===== src/rtl/mpq_pop_scheduler_if.sv =====
// -----------------------------------------------------------------------------
// mpq_pop_scheduler_if
// Bundle of the signals between the pop scheduler, the multi-FIFO engine and
// the downstream consumer.
//
// Signals:
//   push_seen_i     engine push strobe (mirrors the engine's push input)
//   push_fifo_id_i  engine push FIFO id
//   fifo_en_i       per-FIFO drain enable mask
//   pop_o           pop strobe to the engine
//   pop_fifo_id_o   FIFO to pop
//   data_i          engine read data, valid the cycle after pop_o
//   out_valid_o     output element valid
//   out_ready_i     downstream ready
//   out_data_o      output element
//   out_fifo_id_o   source FIFO of out_data_o
//   occup_o         per-FIFO occupancy, registered
//
// Modports:
//   master  the scheduler side (drives the *_o members)
//   slave   the engine / consumer side (drives the *_i members)
// -----------------------------------------------------------------------------
interface mpq_pop_scheduler_if #(
  parameter int  NUM_FIFO  = 16,
  parameter int  MAX_OCCUP = 68,
  parameter type elem_t    = logic
);
  localparam int FW = $clog2(NUM_FIFO);
  localparam int OW = $clog2(MAX_OCCUP + 1);

  typedef logic [FW-1:0] fifo_id_t;
  typedef logic [OW-1:0] occup_t;

  logic                      push_seen_i;
  fifo_id_t                  push_fifo_id_i;
  logic [NUM_FIFO-1:0]       fifo_en_i;
  logic                      pop_o;
  fifo_id_t                  pop_fifo_id_o;
  elem_t                     data_i;
  logic                      out_valid_o;
  logic                      out_ready_i;
  elem_t                     out_data_o;
  fifo_id_t                  out_fifo_id_o;
  occup_t [NUM_FIFO-1:0]     occup_o;

  modport master (
    input  push_seen_i, push_fifo_id_i, fifo_en_i, data_i, out_ready_i,
    output pop_o, pop_fifo_id_o, out_valid_o, out_data_o, out_fifo_id_o, occup_o
  );

  modport slave (
    output push_seen_i, push_fifo_id_i, fifo_en_i, data_i, out_ready_i,
    input  pop_o, pop_fifo_id_o, out_valid_o, out_data_o, out_fifo_id_o, occup_o
  );
endinterface


===== src/rtl/mpq_pop_scheduler.sv =====
// -----------------------------------------------------------------------------
// mpq_pop_scheduler
// Drain-side controller for the multi-FIFO cell engine. Mirrors engine pushes
// into per-FIFO occupancy counters, picks a non-empty enabled FIFO, issues one
// pop per cycle, captures the engine's 1-cycle-latency read data and presents
// it on a valid/ready stream through a 2-entry output buffer. Pops are
// throttled by credits so the buffer can never overflow.
//
// Ports:
//   clk_i   clock
//   rst_ni  asynchronous active-low reset (engine must be reset alongside)
//   bus     mpq_pop_scheduler_if.master (push mirror, enable mask, pop
//           request, read data, output stream, occupancy)
//
// Build option:
//   MPQ_POP_STRICT_PRIO_EN  when defined, the grant always goes to the
//                           lowest-index eligible FIFO (no round-robin state).
//                           When undefined, round-robin starting after the
//                           last granted FIFO.
//
// Pop-to-output latency is 2 cycles: grant at t, data_i captured at t+1,
// out_valid_o at t+2 at the earliest.
// -----------------------------------------------------------------------------
module mpq_pop_scheduler #(
  parameter int  NUM_FIFO  = 16,
  parameter int  MAX_OCCUP = 68,
  parameter type elem_t    = logic
) (
  input  logic                clk_i,
  input  logic                rst_ni,
  mpq_pop_scheduler_if.master bus
);

  localparam int FW = $clog2(NUM_FIFO);
  localparam int OW = $clog2(MAX_OCCUP + 1);

  typedef logic [FW-1:0] fifo_id_t;
  typedef logic [OW-1:0] occup_t;

  // Occupancy mirror
  occup_t [NUM_FIFO-1:0] occup_r;
  occup_t [NUM_FIFO-1:0] occup_s;
  logic                  sat_push_s;

  // Grant
  logic [NUM_FIFO-1:0]   elig_s;
  logic                  pop_allow_s;
  logic                  grant_s;
  fifo_id_t              grant_id_s;
  logic [1:0]            credit_use_s;

`ifndef MPQ_POP_STRICT_PRIO_EN
  fifo_id_t              rr_ptr_r;
`endif

  // In-flight pop
  logic                  inflight_r;
  fifo_id_t              inflight_id_r;

  // Output buffer: head entry is always what the stream presents
  logic [1:0]            buf_cnt_r;
  logic [1:0]            buf_cnt_s;
  elem_t                 head_data_r;
  elem_t                 head_data_s;
  elem_t                 tail_data_r;
  elem_t                 tail_data_s;
  fifo_id_t              head_id_r;
  fifo_id_t              head_id_s;
  fifo_id_t              tail_id_r;
  fifo_id_t              tail_id_s;
  logic                  out_valid_s;
  logic                  deq_s;

  assign out_valid_s = (buf_cnt_r != 2'd0);
  assign deq_s       = out_valid_s && bus.out_ready_i;

  // Credits count buffered entries net of this cycle's transfer plus the
  // pop whose data is still on its way; discounting the transfer is what
  // lets a steadily-drained stream sustain one pop per cycle.
  assign credit_use_s = buf_cnt_r - {1'b0, deq_s} + {1'b0, inflight_r};
  assign pop_allow_s  = (credit_use_s < 2'd2);

  // Eligibility from registered counts only, so a same-cycle push never
  // makes an engine-empty FIFO poppable.
  always_comb begin
    elig_s = {NUM_FIFO{1'b0}};
    for (int k = 0; k < NUM_FIFO; k++) begin
      elig_s[k] = (occup_r[k] != {OW{1'b0}}) && bus.fifo_en_i[k];
    end
  end

  // Arbiter: search the eligible set in priority order and pick the first hit
  always_comb begin
    int       pos;
    fifo_id_t idx;
    grant_s    = 1'b0;
    grant_id_s = {FW{1'b0}};
    pos        = 0;
    idx        = {FW{1'b0}};
    for (int k = 0; k < NUM_FIFO; k++) begin
`ifdef MPQ_POP_STRICT_PRIO_EN
      pos = k;
`else
      // first candidate is the one strictly after the last grant
      pos = int'(rr_ptr_r) + 1 + k;
      if (pos >= NUM_FIFO) begin
        pos = pos - NUM_FIFO;
      end else begin
        pos = pos;
      end
`endif
      idx = fifo_id_t'(pos);
      if (pop_allow_s && !grant_s && elig_s[idx]) begin
        grant_s    = 1'b1;
        grant_id_s = idx;
      end else begin
        grant_s    = grant_s;
        grant_id_s = grant_id_s;
      end
    end
  end

  // Next occupancy: +1 on matching push, -1 on matching grant, saturating
  always_comb begin
    logic inc_v;
    logic dec_v;
    occup_s    = occup_r;
    sat_push_s = 1'b0;
    inc_v      = 1'b0;
    dec_v      = 1'b0;
    for (int k = 0; k < NUM_FIFO; k++) begin
      inc_v = bus.push_seen_i && (bus.push_fifo_id_i == fifo_id_t'(k));
      dec_v = grant_s && (grant_id_s == fifo_id_t'(k));
      if (inc_v && !dec_v) begin
        if (occup_r[k] == occup_t'(MAX_OCCUP)) begin
          sat_push_s = 1'b1;
        end else begin
          occup_s[k] = occup_r[k] + occup_t'(1'b1);
        end
      end else if (dec_v && !inc_v) begin
        occup_s[k] = occup_r[k] - occup_t'(1'b1);
      end else begin
        occup_s[k] = occup_r[k];
      end
    end
  end

  // Output buffer next state: dequeue shifts tail to head, write lands at
  // the first free slot after the dequeue
  always_comb begin
    buf_cnt_s   = buf_cnt_r;
    head_data_s = head_data_r;
    head_id_s   = head_id_r;
    tail_data_s = tail_data_r;
    tail_id_s   = tail_id_r;
    case ({deq_s, inflight_r})
      2'b10: begin
        head_data_s = tail_data_r;
        head_id_s   = tail_id_r;
        buf_cnt_s   = buf_cnt_r - 2'd1;
      end
      2'b01: begin
        if (buf_cnt_r == 2'd0) begin
          head_data_s = bus.data_i;
          head_id_s   = inflight_id_r;
        end else begin
          tail_data_s = bus.data_i;
          tail_id_s   = inflight_id_r;
        end
        buf_cnt_s = buf_cnt_r + 2'd1;
      end
      2'b11: begin
        if (buf_cnt_r == 2'd1) begin
          head_data_s = bus.data_i;
          head_id_s   = inflight_id_r;
        end else begin
          head_data_s = tail_data_r;
          head_id_s   = tail_id_r;
          tail_data_s = bus.data_i;
          tail_id_s   = inflight_id_r;
        end
      end
      default: begin
        buf_cnt_s = buf_cnt_r;
      end
    endcase
  end

  // State registers
  always_ff @(posedge clk_i or negedge rst_ni) begin
    if (!rst_ni) begin
      occup_r       <= {NUM_FIFO{{OW{1'b0}}}};
      inflight_r    <= 1'b0;
      inflight_id_r <= {FW{1'b0}};
      buf_cnt_r     <= 2'd0;
      head_data_r   <= elem_t'(1'b0);
      tail_data_r   <= elem_t'(1'b0);
      head_id_r     <= {FW{1'b0}};
      tail_id_r     <= {FW{1'b0}};
    end else begin
      occup_r     <= occup_s;
      inflight_r  <= grant_s;
      if (grant_s) begin
        inflight_id_r <= grant_id_s;
      end
      buf_cnt_r   <= buf_cnt_s;
      head_data_r <= head_data_s;
      tail_data_r <= tail_data_s;
      head_id_r   <= head_id_s;
      tail_id_r   <= tail_id_s;
    end
  end

`ifndef MPQ_POP_STRICT_PRIO_EN
  // Round-robin pointer follows the last grant; reset value makes FIFO 0 first
  always_ff @(posedge clk_i or negedge rst_ni) begin
    if (!rst_ni) begin
      rr_ptr_r <= fifo_id_t'(NUM_FIFO - 1);
    end else if (grant_s) begin
      rr_ptr_r <= grant_id_s;
    end
  end
`endif

  assign bus.pop_o         = grant_s;
  assign bus.pop_fifo_id_o = grant_id_s;
  assign bus.out_valid_o   = out_valid_s;
  assign bus.out_data_o    = head_data_r;
  assign bus.out_fifo_id_o = head_id_r;
  assign bus.occup_o       = occup_r;

`ifndef SYNTHESIS
  mpq_pop_scheduler_chk #(
    .FW     (FW),
    .elem_t (elem_t)
  ) u_chk (
    .clk_i         (clk_i),
    .rst_ni        (rst_ni),
    .sat_push_i    (sat_push_s),
    .out_valid_i   (out_valid_s),
    .out_ready_i   (bus.out_ready_i),
    .out_data_i    (head_data_r),
    .out_fifo_id_i (head_id_r)
  );
`endif

endmodule

`ifndef SYNTHESIS
// -----------------------------------------------------------------------------
// mpq_pop_scheduler_chk
// Protocol checks for the pop scheduler: occupancy overflow from upstream and
// output stream stability under backpressure.
// -----------------------------------------------------------------------------
module mpq_pop_scheduler_chk #(
  parameter int  FW     = 4,
  parameter type elem_t = logic
) (
  input logic          clk_i,
  input logic          rst_ni,
  input logic          sat_push_i,
  input logic          out_valid_i,
  input logic          out_ready_i,
  input elem_t         out_data_i,
  input logic [FW-1:0] out_fifo_id_i
);

  // a push into a full FIFO means upstream broke its contract
  a_no_overflow : assert property (@(posedge clk_i) disable iff (!rst_ni)
    !sat_push_i);

  // a stalled element must stay put until it is taken
  a_stream_stable : assert property (@(posedge clk_i) disable iff (!rst_ni)
    (out_valid_i && !out_ready_i) |=>
      (out_valid_i && $stable(out_data_i) && $stable(out_fifo_id_i)));

endmodule
`endif


===== src/flat_wrapper.sv =====
// flat-port wrapper written by rule: the top's interface ports become plain ports
module mpq_pop_scheduler_flat 
#(
  parameter int  NUM_FIFO  = 16,
  parameter int  MAX_OCCUP = 68,
  parameter type elem_t    = logic
)
  (clk_i, rst_ni, bus_push_seen_i, bus_push_fifo_id_i, bus_fifo_en_i, bus_data_i, bus_out_ready_i, bus_pop_o, bus_pop_fifo_id_o, bus_out_valid_o, bus_out_data_o, bus_out_fifo_id_o, bus_occup_o);
  mpq_pop_scheduler_if #(.NUM_FIFO(NUM_FIFO), .MAX_OCCUP(MAX_OCCUP), .elem_t(elem_t)) bus_i ();
  input  logic clk_i;
  input  logic rst_ni;
  input wire logic [$bits(bus_i.push_seen_i)-1:0] bus_push_seen_i;
  input wire logic [$bits(bus_i.push_fifo_id_i)-1:0] bus_push_fifo_id_i;
  input wire logic [$bits(bus_i.fifo_en_i)-1:0] bus_fifo_en_i;
  input wire logic [$bits(bus_i.data_i)-1:0] bus_data_i;
  input wire logic [$bits(bus_i.out_ready_i)-1:0] bus_out_ready_i;
  output wire logic [$bits(bus_i.pop_o)-1:0] bus_pop_o;
  output wire logic [$bits(bus_i.pop_fifo_id_o)-1:0] bus_pop_fifo_id_o;
  output wire logic [$bits(bus_i.out_valid_o)-1:0] bus_out_valid_o;
  output wire logic [$bits(bus_i.out_data_o)-1:0] bus_out_data_o;
  output wire logic [$bits(bus_i.out_fifo_id_o)-1:0] bus_out_fifo_id_o;
  output wire logic [$bits(bus_i.occup_o)-1:0] bus_occup_o;
  assign bus_i.push_seen_i = bus_push_seen_i;
  assign bus_i.push_fifo_id_i = bus_push_fifo_id_i;
  assign bus_i.fifo_en_i = bus_fifo_en_i;
  assign bus_i.data_i = bus_data_i;
  assign bus_i.out_ready_i = bus_out_ready_i;
  assign bus_pop_o = bus_i.pop_o;
  assign bus_pop_fifo_id_o = bus_i.pop_fifo_id_o;
  assign bus_out_valid_o = bus_i.out_valid_o;
  assign bus_out_data_o = bus_i.out_data_o;
  assign bus_out_fifo_id_o = bus_i.out_fifo_id_o;
  assign bus_occup_o = bus_i.occup_o;
  mpq_pop_scheduler #(.NUM_FIFO(NUM_FIFO), .MAX_OCCUP(MAX_OCCUP), .elem_t(elem_t)) u_core (.clk_i(clk_i), .rst_ni(rst_ni), .bus(bus_i));
endmodule

===== config.mk =====
export PLATFORM = sky130hd
export DESIGN_NAME = mpq_pop_scheduler_flat
export DESIGN_NICKNAME = d
export VERILOG_FILES = /design/src/rtl/mpq_pop_scheduler_if.sv /design/src/rtl/mpq_pop_scheduler.sv /design/src/flat_wrapper.sv
export SDC_FILE = /design/constraint.sdc
export NUM_CORES = 1
export LEC_CHECK = 0
export BUFFER_PORTS_ARGS = -buffer_cell sky130_fd_sc_hd__buf_2
export CORE_MARGIN = 10
export CORE_UTILIZATION = 55
export DETAILED_ROUTE_END_ITERATION = 10
export GPL_TIMING_DRIVEN = 1
export HOLD_SLACK_MARGIN = 0.02
export PLACE_DENSITY = 0.83
export RECOVER_POWER = 25
export SLEW_MARGIN = 20
export SYNTH_ARGS = -nofsm -noshare
export SYNTH_HDL_FRONTEND = slang
export SYNTH_HIERARCHICAL = 1
export SYNTH_SLANG_ARGS = --single-unit

===== constraint.sdc =====
create_clock -name clk_i -period 7.6 [get_ports clk_i]
set_input_delay 0.38 -clock clk_i [delete_from_list [all_inputs] [get_ports clk_i]]
set_output_delay 0.38 -clock clk_i [all_outputs]
set_load 0.01 [all_outputs]

======== After elaboration in Yosys (flattened, before gate mapping) ========
Cells that the tools add are included.
storage, ports and cells
  memories ................................ 0
  input port bits ......................... 25
  memory bits (writable) .................. 0
  bits in read-only memories .............. 0
  output and inout port bits .............. 123
  latch bits .............................. 0
  word-level logic and storage cells ...... 551
  bits in registers ....................... 133
operators by class
  divide/modulo/power cells ............... 0
  shift-type cells ........................ 0
  add/sub/neg operators ................... 68
  eq/ne operators ......................... 69
  multiply operators ...................... 0
  bitwise gates (word level) .............. 0
  order comparisons ....................... 33
  reductions and logical operators ........ 216
  muxes and demuxes ....................... 141
operators by type and width
  kind                                                                 number
  greater-or-equal comparator 32 x 6 -> 1 bit (second input constant)  15
  2-to-1 mux 7 bit                                                     48
  2-to-1 mux 4 bit                                                     36
  adder 7 x 1 -> 7 bit (second input constant)                         16
  equality test 7 bit (second input constant)                          16
  logical AND 1 bit                                                    112
  nonzero test 7 bit                                                   16
  subtractor 7 x 1 -> 7 bit (second input constant)                    16
  less-than comparator 4 x 5 -> 1 bit (second input constant)          16
  binary-select mux 1 bit (select 4 bit)                               16
  equality test 4 bit (second input constant)                          16
  subtractor 4 x 1 -> 4 bit (second input constant)                    16
  adder 5 x 4 -> 6 bit (second input constant)                         8
  logical NOT 1 bit                                                    47
  nonzero test 2 bit                                                   19
  2-to-1 mux 1 bit                                                     36
  inequality test 2 bit (second input constant)                        18
  AND reduction 2 bit                                                  17
  equality test 4 x 3 -> 1 bit (second input constant)                 8
  adder 5 x 3 -> 6 bit (second input constant)                         4
  equality test 4 x 2 -> 1 bit (second input constant)                 4
  adder 5 x 2 -> 6 bit (second input constant)                         2
  one-hot mux 4 bit (3 select lines)                                   1
  equality test 4 x 1 -> 1 bit (second input constant)                 2
  other kinds (19)                                                     22

======== Depth between registers and ports, before layout ========
  depth in word-level cells ............... 73
  gate-level depth with buffers ........... 35
  depth with buffers taken out ............ 28

======== Worst setup path before layout ========
OpenSTA, ideal clock, no wires.
  path type ............................... flip-flop to flip-flop
  start point ............................. register u_core.rr_ptr_r[0]
  end point ............................... register u_core.occup_r, in the netlist u_core/bus.occup_o[41]
  arrival time ............................ 7.308 ns
  buffers on the path ..................... 9
  cell stages (with the launch flop) ...... 35
  period minus slack after synthesis ...... 7.388 ns
  path slack .............................. 0.212 ns
  data required time ...................... 7.521 ns
  library setup time ...................... 0.079 ns
  path through ............................ dfstp_2 inv_2 buf_1 clkbuf_1 ha_1 inv_2 clkbuf_1 clkbuf_1 ha_1 buf_1 nor4_1 or4_1 o22a_1 clkbuf_1 nand4_1 or4_1 buf_2 or3_1 o2bb2ai_1 and2_1 buf_6 clkinv_16 and4_4 buf_4 nand2b_1 inv_1 fa_1 nor2b_1 o21ai_0 nand2b_1 a21o_1 a21oi_1 and2_1 mux2_2 mux2i_1
on the way
  word-level cells in the longest chain between the ends .. 73
  elaborated cells between the ends (all ways) .. 183
  classes of those cells .................. add/sub (32); order compare (16); eq/ne (2); mux (81); reduce/logical (52)
RTL lines
  element                                                                                               RTL line                  source
  from (decl)                                                                                           mpq_pop_scheduler.sv:53   fifo_id_t rr_ptr_r;
  from (signal assigned)                                                                                mpq_pop_scheduler.sv:218  rr_ptr_r <= fifo_id_t'(NUM_FIFO - 1);
  from (signal assigned)                                                                                mpq_pop_scheduler.sv:220  rr_ptr_r <= grant_id_s;
  adder 4 x 1 -> 5 bit *                                                                                mpq_pop_scheduler.sv:105  pos = int'(rr_ptr_r) + 1 + k;
  parallel branches: the longest is 65 deep, another holds greater-or-equal comparator 32 x 6 -> 1 bit  -
  2-to-1 mux 4 bit *                                                                                    mpq_pop_scheduler.sv:113  if (pop_allow_s && !grant_s && elig_s[idx]) begin
  net bus_pop_fifo_id_o[0]                                                                              flat_wrapper.sv:18        output wire logic [$bits(bus_i.pop_fifo_id_o)-1:0] bus_pop_fifo_id_o;
  equality test 4 x 3 -> 1 bit *                                                                        mpq_pop_scheduler.sv:133  dec_v = grant_s && (grant_id_s == fifo_id_t'(k));
  logical AND 1 bit *                                                                                   mpq_pop_scheduler.sv:133
  logical NOT 1 bit                                                                                     mpq_pop_scheduler.sv:134  if (inc_v && !dec_v) begin
  logical AND 1 bit                                                                                     mpq_pop_scheduler.sv:134
  inequality test 2 bit (no source line) / nonzero test 2 bit (equally long branches)                   -
  AND reduction 2 bit (no source line)                                                                  -
  to (signal assigned)                                                                                  mpq_pop_scheduler.sv:192  occup_r <= {NUM_FIFO{{OW{1'b0}}}};
  to (signal assigned)                                                                                  mpq_pop_scheduler.sv:201  occup_r <= occup_s;
  to (decl)                                                                                             mpq_pop_scheduler.sv:41   occup_t [NUM_FIFO-1:0] occup_r;
Mark *: on every way through the listed nets, which the timed path passes. The select of a mux whose other input is x is not followed.
A chain may end at the register's enable or synchronous reset.

======== Final worst setup path ========
  start point ............................. register u_core.rr_ptr_r[0]
  end point ............................... register u_core.occup_r, in the netlist u_core/bus.occup_o[6]
on the way
  word-level cells in the longest chain between the ends .. 73
  elaborated cells between the ends (all ways) .. 183
  classes of those cells .................. add/sub (32); order compare (16); eq/ne (1); mux (81); reduce/logical (53)
RTL lines
  element                                                                                               RTL line
  adder 4 x 1 -> 5 bit *                                                                                mpq_pop_scheduler.sv:105
  parallel branches: the longest is 67 deep, another holds greater-or-equal comparator 32 x 6 -> 1 bit  -
  logical AND 1 bit *                                                                                   mpq_pop_scheduler.sv:133
  logical NOT 1 bit                                                                                     mpq_pop_scheduler.sv:134
  logical AND 1 bit                                                                                     mpq_pop_scheduler.sv:134
  inequality test 2 bit (no source line) / nonzero test 2 bit (equally long branches)                   -
  AND reduction 2 bit (no source line)                                                                  -
Mark *: on every way between the ends. The select of a mux whose other input is x is not followed.

==> metrics list <==
* GRT Resource Usage Total: 25.5%
- The highest layer touched by signal routing is met5.
* Ordered cell list for the critical path: buf_4 > inv_2 > ha_1 > ha_1 > mux4_2 > o21a_4 > o31a_1 > or4_1 > or3_1 > o2bb2ai_1 > and2_1 > buf_4 > a41oi_2 > inv_1 > fa_1 > a21o_1 > a21oi_1 > o21bai_1 > a21oi_1 > nand2_1 > or3_1 > and3_1
- First-pass GRT wire length: 63.0 mm
- CP max FO: 14
* Violated checks: max-capacitance violations, max-slew violations
- Entering global routing, the biggest net connects 79 pins.
- Fin Clk Skew: 14.2 ps
- Routed met1 length: 16.3 mm
- The worst setup path is captured at a register.
- P&R area growth vs syn: 14.5%
* Post-synth ARST share: between 90% and 100%
- The final route contains around 12000 vias.
* Max Transition Viols Final: between 70 and 80
- TritonCTS built the clock tree.
* Initial standard-cell utilization of the core: roughly 56%
- Core Footprint: 22800 sq um
* Mapped Cells: 1349
- Crit path arrival time: 7220 ps
- In this run the biggest area consumer among cell types represents 25.2% of the synthesized area.
- Number of global-route vias before repair: 11604
- Final critical-path share of the clock period: 90.9%
- Fmax: 0.145 GHz
- Post-CTS repair timing setup buffer count: 0
- Max-cap violation count: 1
- Once the clock tree was built, the resizer swapped 0 gates to a different size.
- Half-perimeter wire length after detailed placement: between 30 and 40 mm
- The cell area that synthesis handed to floorplanning was 12800 sq um.
* Routed length on met3: between 2 and 3 mm
* Final hold viol count: 0
* Final critical-path required period: 6910 ps
- CTS clock-pin slew for the worst setup and hold paths: 70 ps
- Headroom to the max-slew limit came out at -193%.
* Share of post-route cells with drive strength above 1: 20.7%
- The floorplan step set the die height to 173 um.
* Final setup violating endpoints: 0
- Global routing finished with a remaining overflow of 0.
- Most common cell in the synthesized netlist: sky130_fd_sc_hd__dfrtp_1
- At the pin with the least slew margin, the transition time is 4400 ps.
- Number of filler cells placed in the layout: 1842
* Seq. cell area: ~3300 sq um
- Count of unique library cells instantiated by Yosys: 97
- Setup repair after global routing left no endpoint under its margin.
* Warnings from Yosys: 6
- The net count of the finished layout is between 1500 and 2000.
* Violation count after the first detailed-route iteration: 1044
- Die Footprint: 29800 sq um
- Place WS: 854 ps
- Crit-path max cell delay: 680 ps
- Post-synth EDFFs: 0
- In this run the number of H-tree levels came out at 4.
- Sequential fraction of the synthesis area: around a quarter
* Mean number of vias per cell: roughly 6.4
* Horiz. Die Dim: around 170 um
- After routing, the total negative slack on setup checks comes to 0 ps.
* DRC violation count after routing: 0
* Crit Path Category: register to register
* Detailed Routing Iterations Pass 1: 5
* Num Clock Sinks: ~130
- On the critical path, the stage with the largest delay is an instance of sky130_fd_sc_hd__mux4_2.
* CTS hold repair buffers: 0
* Critical path required time: 7910 ps
* Cell types with the largest area share after synthesis: sky130_fd_sc_hd__dfrtp_1 (25%), sky130_fd_sc_hd__ha_1 (9.9%), sky130_fd_sc_hd__xnor2_1 (5.2%)
- After detailed routing, the average wire length per cell comes to 21.3 um.
- Std-Cell Rows: 55
- CTS Root Cell: sky130_fd_sc_hd__clkbuf_16
- Run status: complete, but fails checks
- The initial antenna violation count came to 6.
* Routability Congestion: 1.00
- Clock latency on the worst-skew pair, taken at its later pin, is 430 ps.
* Classification of the worst-slack hold path: primary input to register
- Detailed routing placed a total of 18.8 mm of wire on met2.
- STA classifies the critical path startpoint as a register.
- Post-route setup slack: around 690 ps
- No sink is reached through more buffers than the 2 on the longest clock path.
* Antenna-violating nets left: 0
- Synthesized flop and latch total: 133
- Wire length after detailed routing: approximately 40 mm
- I/O pin cnt: 148
* Count of input and output buffers: 147
* Post-synth top flop: sky130_fd_sc_hd__dfrtp_1
* Post-synthesis area per instance: 9.50 sq um
- Summing all multi-input logic gate instances after layout gives 9060 sq um.
- Most common library cells after synthesis: sky130_fd_sc_hd__dfrtp_1 (129), sky130_fd_sc_hd__nand2_1 (111), sky130_fd_sc_hd__ha_1 (101)
* Library cell occupying the most area in the post-synthesis netlist: sky130_fd_sc_hd__dfrtp_1
* Number of buffers created by CTS: 17
- The number of nets in the synthesized netlist is 1491.
## area by class of cell
| cell class | count | share of cell area [%] |
|---|---|---|
| well taps | 313 | 2.67 |
| repair buffers | 190 | 7.12 |
| flip-flops and latches | 133 | 22.7 |
| multi-input cells | 1123 | 61.7 |
| clock buffers | 19 | 2.95 |
| inverters | 61 | 1.74 |
| clock inverters | 13 | 1.01 |
| diodes | 4 | 0.0682 |
## worst max-delay path: cells and delay by family, from the launching register on
| kind | cells | cell delay (ps) |
|---|---|---|
| buffers and inverters | 4 | 700 |
| and+or+nand+nor | 6 | 1720 |
| AOI/OAI and AO/OA | 8 | 1750 |
| DFF | 1 | 550 |
| adders and majority gates | 3 | 1370 |
| muxes | 1 | 680 |
## per-layer routing
metal / vias to the layer above / GRT usage (%)
met5: - / 0
met4: 4 / 10.7
met3: 103 / 6.32
met2: 507 / 41.8
met1: 5784 / 31.4
li1: 5451 / -
## layout by cell type (no fill, tap or decap), types with 34 or more instances in the layout
cell type	Yosys	layout
sky130_fd_sc_hd__inv_1	55	55
sky130_fd_sc_hd__mux2_2	34	34
sky130_fd_sc_hd__nor2_1	70	70
sky130_fd_sc_hd__xnor2_1	76	76
sky130_fd_sc_hd__ha_1	101	101
sky130_fd_sc_hd__buf_2	9	126
sky130_fd_sc_hd__mux2i_1	36	36
sky130_fd_sc_hd__a21oi_1	87	87
sky130_fd_sc_hd__a21o_1	40	40
sky130_fd_sc_hd__dfrtp_1	129	129
sky130_fd_sc_hd__buf_4	5	42
sky130_fd_sc_hd__o21ai_0	46	46
sky130_fd_sc_hd__nand2_1	111	111
## registers in the layout (all words and copies together) (netlist names)
| register | cells |
|---|---|
| u_core/bus.out_data_o | 1 |
| u_core/tail_data_r | 1 |
| u_core/inflight_id_r | 4 |
| u_core/rr_ptr_r | 4 |
| u_core/inflight_r | 1 |
| u_core/bus.out_fifo_id_o | 4 |
| u_core/buf_cnt_r | 2 |
| u_core/tail_id_r | 4 |
| u_core/bus.occup_o | 112 |
## kinds of logic after synthesis
group | synth area share [%]
AOI/OAI and AO/OA | 21.0
and+or+nand+nor | 16.6
buffers and inverters | 3.28
muxes | 13.0
DFF | 26.0
adders and majority gates | 12.4
xor gates and xnor gates | 7.75
## worst paths after layout
kind / start / to / slack, ps / cells after the start
min in group asynchronous: rst_ni / u_core/bus.occup_o[45] / 1510 / 1
hold reg to reg: u_core/bus.out_fifo_id_o[3] / u_core/bus.out_fifo_id_o[3] / 480 / 2
setup / recovery: u_core/rr_ptr_r[0] / u_core/bus.occup_o[6] / 690 / 22
setup reg to reg: u_core/rr_ptr_r[0] / u_core/bus.occup_o[6] / 690 / 22
hold / removal: bus_data_i / u_core/tail_data_r / 200 / 2
max in group asynchronous: rst_ni / u_core/bus.occup_o[2] / 3610 / 2
## metrics by stage
step                hold WS (ps)  instances  instance area, sq um  utilization, %
CTS                         23.6       1852                 14700            64.5
finish                       204       1856                 14700            64.4
detailed placement           466       1820                 14100            62.0
global placement             462       1820                 14100            62.0
global route                 203       1855                 14700            64.4
floorplan                   84.4       1349                 12800               -
Power is not shown: default switching activity piles up to over one toggle a cycle in this logic, so the estimate is an artifact.
